## config.mk

```make
export PLATFORM = sky130hd
export DESIGN_NAME = gf180mcu_clk_activity_monitor
export DESIGN_NICKNAME = d
export VERILOG_FILES = /design/src/rtl/gf180mcu_clk_activity_monitor.sv
export SDC_FILE = /design/constraint.sdc
export NUM_CORES = 1
export LEC_CHECK = 0
export BUFFER_PORTS_ARGS = -buffer_cell sky130_fd_sc_hd__buf_2
export CORE_MARGIN = 2
export CORE_UTILIZATION = 50
export DETAILED_ROUTE_END_ITERATION = 10
export PLACE_DENSITY = 0.66
export SYNTH_ARGS = -nofsm -noshare
export SYNTH_HDL_FRONTEND = slang
export SYNTH_SLANG_ARGS = --single-unit
```

## constraint.sdc

```tcl
create_clock -name CLK -period 2.7 [get_ports CLK]
set_input_delay 0.27 -clock CLK [delete_from_list [all_inputs] [get_ports CLK]]
set_output_delay 0.27 -clock CLK [all_outputs]
set_load 0.02 [all_outputs]
```

## src/rtl/gf180mcu_clk_activity_monitor.sv

```systemverilog
// Counts rising edges of an asynchronous clock I over fixed CLK windows and flags loss / too-fast / in-range.
// Optional: define CLKMON_STICKY_EN to make LOSS and FAST sticky until EN drops or RN is asserted.
module gf180mcu_clk_activity_monitor #(
    parameter int unsigned SYNC_STAGES = 2,
    parameter int unsigned WINDOW      = 200,
    parameter int unsigned WIN_W       = 8,
    parameter int unsigned CNT_W       = 8,
    parameter int unsigned MIN_EDGES   = 40,
    parameter int unsigned MAX_EDGES   = 60
) (
    input  logic             CLK,
    input  logic             RN,
    input  logic             EN,
    input  logic             I,
    output logic [CNT_W-1:0] CNT,
    output logic             VALID,
    output logic             LOSS,
    output logic             FAST,
    output logic             OK
);

    typedef enum logic [1:0] {
        IDLE    = 2'd0,
        MEASURE = 2'd1,
        REPORT  = 2'd2
    } state_t;

    localparam logic [WIN_W-1:0] WIN_LAST = WIN_W'(WINDOW - 1);
    localparam logic [CNT_W-1:0] CNT_MAX  = {CNT_W{1'b1}};

    state_t                 state_reg;
    logic [SYNC_STAGES-1:0] sync_reg;
    logic                   prev_reg;
    logic [WIN_W-1:0]       wc_reg;
    logic [CNT_W-1:0]       ec_reg;

    logic                   rise_strobe;
    logic [CNT_W-1:0]       ec_next;
    logic                   loss_win;
    logic                   fast_win;
    logic                   loss_next;
    logic                   fast_next;

    assign rise_strobe = sync_reg[SYNC_STAGES-1] & ~prev_reg;

    always_comb begin
        ec_next = ec_reg;
        if (rise_strobe && (ec_reg != CNT_MAX)) begin
            ec_next = ec_reg + 1'b1;
        end
    end

    // Thresholds are compared at full parameter width so a limit above the
    // counter range can never be reached rather than wrapping.
    assign loss_win = (32'(ec_next) < MIN_EDGES);
    assign fast_win = (32'(ec_next) > MAX_EDGES);

`ifdef CLKMON_STICKY_EN
    assign loss_next = LOSS | loss_win;
    assign fast_next = FAST | fast_win;
`else
    assign loss_next = loss_win;
    assign fast_next = fast_win;
`endif

    always_ff @(posedge CLK or negedge RN) begin
        if (!RN) begin
            state_reg <= IDLE;
            sync_reg  <= '0;
            prev_reg  <= 1'b0;
            wc_reg    <= '0;
            ec_reg    <= '0;
            CNT       <= '0;
            VALID     <= 1'b0;
            LOSS      <= 1'b0;
            FAST      <= 1'b0;
            OK        <= 1'b0;
        end else begin
            // Synchronizer and prev run in every state so no false edge on entry.
            sync_reg <= {sync_reg[SYNC_STAGES-2:0], I};
            prev_reg <= sync_reg[SYNC_STAGES-1];
            VALID    <= 1'b0;

            case (state_reg)
                IDLE: begin
                    wc_reg <= '0;
                    ec_reg <= '0;
                    if (EN) begin
                        state_reg <= MEASURE;
                    end
                end

                MEASURE: begin
                    if (!EN) begin
                        state_reg <= IDLE;
                        wc_reg    <= '0;
                        ec_reg    <= '0;
`ifdef CLKMON_STICKY_EN
                        LOSS      <= 1'b0;
                        FAST      <= 1'b0;
                        OK        <= 1'b1;
`endif
                    end else if (wc_reg == WIN_LAST) begin
                        // Last window cycle: its edge is included in the report.
                        state_reg <= REPORT;
                        CNT       <= ec_next;
                        LOSS      <= loss_next;
                        FAST      <= fast_next;
                        OK        <= ~loss_next & ~fast_next;
                        VALID     <= 1'b1;
                        wc_reg    <= '0;
                        ec_reg    <= '0;
                    end else begin
                        wc_reg <= wc_reg + 1'b1;
                        ec_reg <= ec_next;
                    end
                end

                REPORT: begin
                    // Edges seen during this single cycle are intentionally dropped.
                    wc_reg <= '0;
                    ec_reg <= '0;
                    if (EN) begin
                        state_reg <= MEASURE;
                    end else begin
                        state_reg <= IDLE;
`ifdef CLKMON_STICKY_EN
                        LOSS      <= 1'b0;
                        FAST      <= 1'b0;
                        OK        <= 1'b1;
`endif
                    end
                end

                default: begin
                    state_reg <= IDLE;
                    wc_reg    <= '0;
                    ec_reg    <= '0;
                end
            endcase
        end
    end

endmodule

```

==> flow_metrics.py <==
metrics = {
    "run_status": {
        "status": "completed",
    },
    "timing": {
        "relSlewSlack_pct": 52.7,
        "tns_ns": 0,
        "min_period_over_period_pct": 91.0,
        "rsz0062_at_grt": "false",
        "hold_viol": 0,
        "setup_viol": 0,
        "hold_ws_ns": 0.0419,
        "fin_skew_ns": 0.0141,
        "worstMarginPinSlew_ns": 0.709,
        "period_minus_slack_ns": 2.46,
        "slew_violations": 0,
        "fmax_mhz": 407,
    },
    "grt": {
        "grt.overflow.total": 0,
        "grt.busiest_layer": "met2",
        "grtUsageMet1_pct": 22.8,
        "grt_pass1_vias": 1032,
        "met2_usage_pct": 28.6,
        "grtUsageTotal_pct": 18.7,
        "grt_max_degree": 34,
        "grtUsageMet3_pct": 6.80,
        "grt_pass1_wl_um": 4560,
        "antenna_found_initial": 0,
    },
    "logic_synthesis": {
        "synthXorXnorAreaFrac_pct": 3.66,
        "synth_flop_cell": "dfrtp_1",
        "synth_compound_area_share_pct": 9.25,
        "async_flop_share_pct": 100,
        "synth_top_family_by_area": "simple AND/OR/NAND/NOR gates",
        "synth_edf_count": 0,
        "synth_mux_area_share_pct": 3.49,
        "yosysMostFrequentCell": "dfrtp_1",
        "synth_top_area_share_pct": 57.6,
        "synthAdderAreaFrac_pct": 1.75,
        "yosys.area.top_type": "dfrtp_1",
        "synth_area_um2": 1430,
        "syn_area_per_cell_um2": 10.1,
        "yosys.area_share.simple_pct": 21.4,
        "synth.yosys.warnings": 0,
        "synth_area_leaders": "dfrtp_1 58%, nor2_1 6.0%, o21ai_0 5.2%",
        "yosysSeqAreaShare_pct": 57.6,
        "yosysUniqueCellTypes": 28,
        "synth_nets": 148,
        "synthesis.instances": 142,
        "synth_common_cells": "33 x dfrtp_1, 23 x nor2_1, 15 x nand2_1, 15 x o21ai_0, 7 x inv_1",
        "ys_ff_latch": 33,
    },
    "clock_network": {
        "numCtsBuffers": 5,
        "cts_tree": "built",
        "cts.htree.levels": 2,
        "cts_root_buf": "clkbuf_4",
        "cts_resized": 0,
        "clkTransAtPathRegs_ns": 0.11,
        "cts_buffer_depth": 2,
        "cts.sinks": 33,
        "clock_latency_ns": 0.33,
    },
    "detailed_routing": {
        "num_vias": 1040,
        "wl_um": 2680,
        "wl_per_cell_um": 13.8,
        "vias_per_cell": 5.36,
        "dr.pass1.iters": 4,
        "final_antenna_net_count": 0,
        "drt_iter0_drc": 29,
        "drc_errors": 0,
    },
    "setup_path": {
        "crit_path_start": "ec_reg[0]",
        "startpoint_type": "flip-flop",
        "crit_type": "flip-flop to flip-flop",
        "rr_startpoint": "ec_reg[0]",
        "cp_max_fo": 6,
        "worstPathArrival_ns": 2.69,
        "cp-end-kind": "flip-flop",
        "crit_required_ns": 2.93,
    },
    "min_path": {
        "holdCritStartpoint": "I",
        "hold_class": "input port to flip-flop",
    },
    "die": {
        "initial_core_util_pct": 52.4,
        "row_count": 19,
        "core_area_um2": 2730,
        "die_area_um2": 3310,
        "top_level_ports": 16,
        "fp.dieW_um": 57.6,
        "dieHeight_um": 57.6,
    },
    "power": {
        "p_comb_share_pct": 4.0,
        "p_seq_share_pct": 63.0,
        "pwr-share-clk_pct": 33.0,
        "p_leak_nw": 0.744,
        "switching_share_pct": 24.5,
        "power_density_nw_per_um2": 502,
        "p_sw_mw": 0.198,
        "p_int_mw": 0.609,
        "ir_drop_mv": 0.403,
    },
    "place": {
        "io_buffers": 15,
        "dp_cells": 185,
        "hpwl_um": 1870,
        "gp_congestion": 0.782,
    },
    "layout": {
        "diodes": 0,
        "drive_above_1_share_pct": 16.6,
        "nNetsFinal": 168,
        "syn2layout_area_growth_pct": 12.0,
        "stdcell_count": 194,
    },
    "flow_run": {
        "cap_violations": 0,
    },
}
[critical path: stages, from the launching register on]
cell	delay (ns)
dfrtp_1	0.47
ha_1	0.25
nand4_2	0.17
o2111a_1	0.28
a2111oi_0	0.40
or4b_1	0.51
a32o_1	0.28
[final cells by class]
| class | instances | area, µm² |
|---|---|---|
| repair buffers | 17 | 92.6 |
| clock buffers | 5 | 37.5 |
| flip-flops and latches | 33 | 826 |
| clock inverters | 3 | 17.5 |
| inverters | 7 | 26.3 |
| multi-input cells | 98 | 567 |
| fillers | 240 | 1130 |
| well taps | 31 | 38.8 |
[path summary, 6_finish.rpt]
path	slack [ns]	depth (start not counted)	end
worst max-delay path	0.24	6	OK
worst min-delay path	0.04	1	sync_reg[0]
worst max register to register	0.24	6	OK
worst min register to register	0.36	0	sync_reg[1]
max in group asynchronous	1.72	2	LOSS
min in group asynchronous	0.52	2	prev_reg
[power groups by stage]
stage                     Clock, mW  Combinational, mW  Sequential (mW)
after CTS                     0.276             0.0336            0.508
final                         0.266             0.0322            0.508
after detailed placement          0             0.0323            0.518
after global placement            0             0.0317            0.517
after floorplan                   0             0.0172            0.516
after global routing          0.301             0.0376            0.510
[placed cells by master (no fill, tap or decap), types with 3 or more instances in the layout]
cell	instances
mux2i_1	5
xnor2_1	3
nand3_1	6
inv_1	7
dfrtp_1	33
clkbuf_4	5
nand2_1	15
a21oi_1	4
o21ai_0	15
buf_2	15
nor2_1	23
xor2_1	3
nand3b_1	4
[repair_timing]
item,CTS,global route
setup buffers,0,0
hold buffers,1,0
endpoints found under the hold margin,3,0
[metrics by stage]
step	power [mW]	instance area, µm²	utilization [%]	setup slack, ns
finish	0.806	1610	58.7	0.243
global route	0.848	1610	58.7	0.114
CTS	0.818	1610	58.7	0.229
detailed placement	0.550	1540	56.3	0.258
global placement	0.549	1540	56.3	0.367
floorplan	0.533	1430	-	0.550
[cell families (layout without fill, tap and decap cells)]
kind of cell,after synthesis,in the layout
xor gates and xnor gates,6,6
and+or+nand+nor,62,62
buffers and inverters,11,32
DFF,33,33
adders and majority gates,2,2
muxes,5,5
AOI/OAI and AO/OA,23,23
[per-layer routing]
| metal | wire length (µm) | vias up | part of all wire [%] |
|---|---|---|---|
| li1 | - | 524 | - |
| met1 | 1240 | 489 | 46 |
| met2 | 1290 | 22 | 48 |
| met3 | 97 | 5 | 3.6 |
| met4 | 55 | 0 | 2.1 |
| met5 | 0 | - | 0 |
Power figures use the tool's default switching activity.
